## src/rtl/pipe_regs_fde.sv

```systemverilog
// Fetch/decode/execute pipeline register bank: PC, IF/ID and ID/EX registers driven by
// hazard-unit stall/flush requests, plus saturating stall/flush performance counters.
module pipe_regs_fde #(
    parameter int unsigned          XLEN     = 32,
    parameter int unsigned          CTRLW    = 12,
    parameter logic [XLEN-1:0]      RESET_PC = '0,
    parameter int unsigned          CNTW     = 16
) (
    input  logic             clk,
    input  logic             rst,
    input  logic             StallF,
    input  logic             StallD,
    input  logic             FlushD,
    input  logic             FlushE,
    input  logic             PCSrcE,
    input  logic [XLEN-1:0]  PCTargetE,
    input  logic [31:0]      InstrF,
    input  logic [XLEN-1:0]  RD1D,
    input  logic [XLEN-1:0]  RD2D,
    input  logic [XLEN-1:0]  ImmExtD,
    input  logic [CTRLW-1:0] CtrlD,
    output logic [XLEN-1:0]  PCF,
    output logic [31:0]      InstrD,
    output logic [XLEN-1:0]  PCD,
    output logic [XLEN-1:0]  PCPlus4D,
    output logic [4:0]       Rs1D,
    output logic [4:0]       Rs2D,
    output logic             ValidD,
    output logic [XLEN-1:0]  PCE,
    output logic [XLEN-1:0]  PCPlus4E,
    output logic [XLEN-1:0]  RD1E,
    output logic [XLEN-1:0]  RD2E,
    output logic [XLEN-1:0]  ImmExtE,
    output logic [4:0]       Rs1E,
    output logic [4:0]       Rs2E,
    output logic [4:0]       RdE,
    output logic [CTRLW-1:0] CtrlE,
    output logic             ValidE,
    output logic [CNTW-1:0]  StallCnt,
    output logic [CNTW-1:0]  FlushCnt
);

    logic [XLEN-1:0] pcPlus4F;
    logic [XLEN-1:0] pcNext;

    assign pcPlus4F = PCF + XLEN'(4);

    // Source operand addresses feed the hazard unit directly; a zeroed InstrD yields x0/x0.
    assign Rs1D = InstrD[19:15];
    assign Rs2D = InstrD[24:20];

    // Redirect outranks a fetch stall so a taken branch is never lost.
    always_comb begin
        pcNext = pcPlus4F;
        if (PCSrcE) begin
            pcNext = PCTargetE;
        end else if (StallF) begin
            pcNext = PCF;
        end
    end

    always_ff @(posedge clk or negedge rst) begin
        if (!rst) begin
            PCF <= RESET_PC;
        end else begin
            PCF <= pcNext;
        end
    end

    // IF/ID register: flush beats stall.
    always_ff @(posedge clk or negedge rst) begin
        if (!rst) begin
            InstrD   <= '0;
            PCD      <= '0;
            PCPlus4D <= '0;
            ValidD   <= 1'b0;
        end else if (FlushD) begin
            InstrD   <= '0;
            PCD      <= '0;
            PCPlus4D <= '0;
            ValidD   <= 1'b0;
        end else if (!StallD) begin
            InstrD   <= InstrF;
            PCD      <= PCF;
            PCPlus4D <= pcPlus4F;
            ValidD   <= 1'b1;
        end
    end

    // ID/EX register: no stall path, so a held D stage re-issues unless E is flushed.
    always_ff @(posedge clk or negedge rst) begin
        if (!rst) begin
            PCE      <= '0;
            PCPlus4E <= '0;
            RD1E     <= '0;
            RD2E     <= '0;
            ImmExtE  <= '0;
            Rs1E     <= '0;
            Rs2E     <= '0;
            RdE      <= '0;
            CtrlE    <= '0;
            ValidE   <= 1'b0;
        end else if (FlushE) begin
            PCE      <= '0;
            PCPlus4E <= '0;
            RD1E     <= '0;
            RD2E     <= '0;
            ImmExtE  <= '0;
            Rs1E     <= '0;
            Rs2E     <= '0;
            RdE      <= '0;
            CtrlE    <= '0;
            ValidE   <= 1'b0;
        end else begin
            PCE      <= PCD;
            PCPlus4E <= PCPlus4D;
            RD1E     <= RD1D;
            RD2E     <= RD2D;
            ImmExtE  <= ImmExtD;
            Rs1E     <= Rs1D;
            Rs2E     <= Rs2D;
            RdE      <= InstrD[11:7];
            CtrlE    <= CtrlD;
            ValidE   <= ValidD;
        end
    end

    // Saturating performance counters; they stick at all-ones rather than wrap.
    always_ff @(posedge clk or negedge rst) begin
        if (!rst) begin
            StallCnt <= '0;
            FlushCnt <= '0;
        end else begin
            if (StallD && (StallCnt != '1)) begin
                StallCnt <= StallCnt + CNTW'(1);
            end
            if (FlushE && (FlushCnt != '1)) begin
                FlushCnt <= FlushCnt + CNTW'(1);
            end
        end
    end

endmodule

```

## config.mk

```make
export PLATFORM = sky130hd
export DESIGN_NAME = pipe_regs_fde
export DESIGN_NICKNAME = d
export VERILOG_FILES = /design/src/rtl/pipe_regs_fde.sv
export SDC_FILE = /design/constraint.sdc
export NUM_CORES = 1
export LEC_CHECK = 0
export CAP_MARGIN = 5
export CORE_AREA = 2 2 211 213
export CTS_CLUSTER_DIAMETER = 30
export CTS_CLUSTER_SIZE = 10
export DETAILED_ROUTE_END_ITERATION = 10
export DIE_AREA = 0 0 213 215
export GPL_TIMING_DRIVEN = 0
export PLACE_DENSITY = 0.58
export SLEW_MARGIN = 30
export SYNTH_ARGS = -nofsm -noshare
export SYNTH_HDL_FRONTEND = slang
export SYNTH_SLANG_ARGS = --single-unit
export TNS_END_PERCENT = 30
```

## constraint.sdc

```tcl
create_clock -name clk -period 5.7 [get_ports clk]
set_input_delay 1.14 -clock clk [delete_from_list [all_inputs] [get_ports clk]]
set_output_delay 1.14 -clock clk [all_outputs]
set_load 0.1 [all_outputs]
```

==> flow_summary.ini <==
[yosys]
synth_cell_type_count = 47
synth_area_leader_cell = dfrtp_1
syn_avg_cell_area_um2 = 11.7
synth_area_um2 = 13600
muxShareOfSynthArea_pct = 5.13
synth_compound_area_share_pct = 6.19
synth_area_leaders = dfrtp_1, nor2b_1, mux2i_1
synth_top_family_by_area = simple AND/OR/NAND/NOR gates
ys.flop_type = dfrtp_1
synth_nets = 1347
synth_common_cells = dfrtp_1, nor2b_1, nor2_1, clkbuf_1, mux2i_1
synth_adder_area_share_pct = 0.276
syn_inst = 1165
synth_warnings = 0
yosysSeqAreaShare_pct = 63.5
synth_xor_area_share_pct = 2.83
synth_most_common_cell = dfrtp_1
yosys.area.top_type_share_pct = 63.5
synthArstFlopShare_pct = 100
synthSimpleGateAreaFrac_pct = 18.6
synth_edf_count = 0
synth-seq-cells = 345

[worst_setup_path]
ff2ff_setup_slack_ps = 3120
crit_buf_inv = 2
worstSetupStartpointType = flop
end_kind = output port
path_delay_family = buffers and inverters
ff2ff_path_depth = 6
path_max_fanout = 4
r2r-start = PCF[3]
worstPathRequired_ps = 4560
crit_chain = buf_4 > clkdlybuf4s50_1
path_class = reg -> out
crit_start = InstrD[19]
path_depth = 2
worstPathArrival_ps = 2480
slowest_delay_ps = 1120
rr_endpoint = PCF[26]
crit_slowest_cell = clkdlybuf4s50_1
worstSetupEndpoint = Rs1D[4]

[clock_network]
numCtsBuffers = 91
cts_tree = yes
cts.repair.resized = 0
ctsHtreeMaxLevel = 3
cts_hold_buf = 0
cts_setup_buffers = 0
insertion_delay_ps = 620
cts_sinks = 345
cts.path.max_buffers = 3
path_clk_slew_ps = 50
clockRootBuffer = clkbuf_16

[floorplanning]
num_rows = 77
num_io_pins = 538
die_area_um2 = 45800
core_um2 = 43600
start_util_pct = 31.2
die_x_um = 213
fp.dieH_um = 215

[global_routing]
antenna_found_initial = 4
track_usage_pct = 22.0
grt-ovfl-total = 0
grt_pass1_wl_um = 75000
grt_pass1_vias = 11700
grt_max_degree = 82

[final_layout]
nNetsFinal = 1977
nFillCells = 3859
area_delta_synth_final_pct = 66.9
layout-drive-gt1-share_pct = 12.7

[power_and_ir_drop]
power_density_nw_per_um2 = 456
p_leak_uw = 0.00989
peakVddDrop_mv = 0.463
total_power_uw = 10300

[place]
port_buffers = 533
gp_congestion = 0.851
hpwl_um = 37600
place_ws_ps = 1950

[drt]
drc = 0
drtPass1Iterations = 5
viasPerCell = 4.62
drt_iter0_drc = 631
wl_per_cell_um = 20.5
num_vias = 11400
routed_wl_um = 50400
postRouteAntennaNets = 0

[timing]
fmaxAchievable_mhz = 276
hold_viol = 0
fin_skew_ps = 26.1
timing.final.crit_share_pct = 63.5
setup_slack_ps = 2080
finalMaxSlewViolations = 0
rsz0062_at_grt = false
min_period_ps = 3620
setup_viol = 0
slew_headroom_pct = 30.0
tightest_slew_ps = 1050

[hold_path]
hold_path_class = in -> async

[outcome]
status = finished clean

[flow_run]
drv_cap = 0
## flip-flops by register name, summed over array words and instances, names as in the netlist
name and count:
InstrD 32, PCPlus4E 32, FlushCnt 16, CtrlE 12, Rs2E 5, Rs1E 5, RD1E 32, ImmExtE 32
ValidD 1, PCE 30, PCF 32, StallCnt 16, ValidE 1, PCD 32, RdE 5, RD2E 32
PCPlus4D 30
## final cells by class
class                   instances  area [um^2]  share of cell area (%)
diodes                          1         2.50                  0.0110
plain buffers                  93          413                    1.82
clock buffers                 129         2640                    11.6
clock inverters                38          509                    2.24
inverters                      16         60.1                   0.264
multi-input cells             711         4500                    19.8
flip-flops and latches        345         8630                    38.0
well taps                     592          741                    3.26
repair buffers                537         5210                    22.9
## worst min path at each step
| stage | slack [ps] | to | from | depth (start not counted) |
|---|---|---|---|---|
| after floorplan | 840 | CtrlE[0] | rst | 0 |
| after global routing | 460 | PCD[3] | rst | 1 |
| after global placement | 490 | ValidE | ValidD | 2 |
| final | 440 | PCD[3] | rst | 1 |
| after CTS | 430 | PCD[3] | rst | 1 |
| after detailed placement | 490 | ValidE | ValidD | 2 |
## worst register-to-register path: stages, from the launching register on
cell	delay (ps)
dfrtp_1	460
ha_1	280
nand4b_1	300
or4_1	540
clkbuf_1	290
or4_1	470
a31oi_1	170
## power by group
part           total [uW]  leakage (uW)  internal [uW]  switching [uW]
clock network        5170       0.00153           3640            1530
registers            2810       0.00450           2640             171
logic                2360       0.00386            575            1790
total               10300       0.00989           6860            3490
## metrics by stage
| stage | instances | instance area (um^2) | setup TNS [ps] | hold slack, ps | util (%) |
|---|---|---|---|---|---|
| after floorplan | 1165 | 13600 | 0 | 844 | - |
| after global placement | 2290 | 19700 | -4219540 | 488 | 45.1 |
| after detailed placement | 2294 | 19600 | 0 | 494 | 44.9 |
| after CTS | 2461 | 22700 | 0 | 429 | 52.1 |
| after global routing | 2461 | 22700 | 0 | 463 | 52.0 |
| final | 2462 | 22700 | 0 | 444 | 52.0 |
## per-layer routing
layer	up-vias	part of all wire, %	track usage (%)
met1	5601	39	25.1
met5	-	0.095	0
met2	439	50	37.8
li1	5248	-	-
met3	88	8.4	7.20
met4	6	2.8	8.97
## cells in the final DEF, fill, tap and decap left out, types with 19 or more instances in the layout
| cell | n |
|---|---|
| buf_2 | 54 |
| nand3_1 | 24 |
| or4_1 | 19 |
| nor2_1 | 118 |
| mux2i_1 | 63 |
| a21oi_1 | 20 |
| clkbuf_1 | 80 |
| clkdlybuf4s50_1 | 484 |
| clkbuf_8 | 20 |
| clkbuf_16 | 92 |
| xnor2_1 | 38 |
| nand2_1 | 46 |
| nor2b_1 | 180 |
| o21ai_0 | 30 |
| dfrtp_1 | 345 |
## cells by family after synthesis
| kind of cell | count (synthesis) |
|---|---|
| muxes | 69 |
| DFF | 345 |
| and+or+nand+nor | 468 |
| buffers and inverters | 109 |
| adders and majority gates | 3 |
| AOI/OAI and AO/OA | 127 |
| xor gates and xnor gates | 44 |
(Power assumes the default switching activity.)
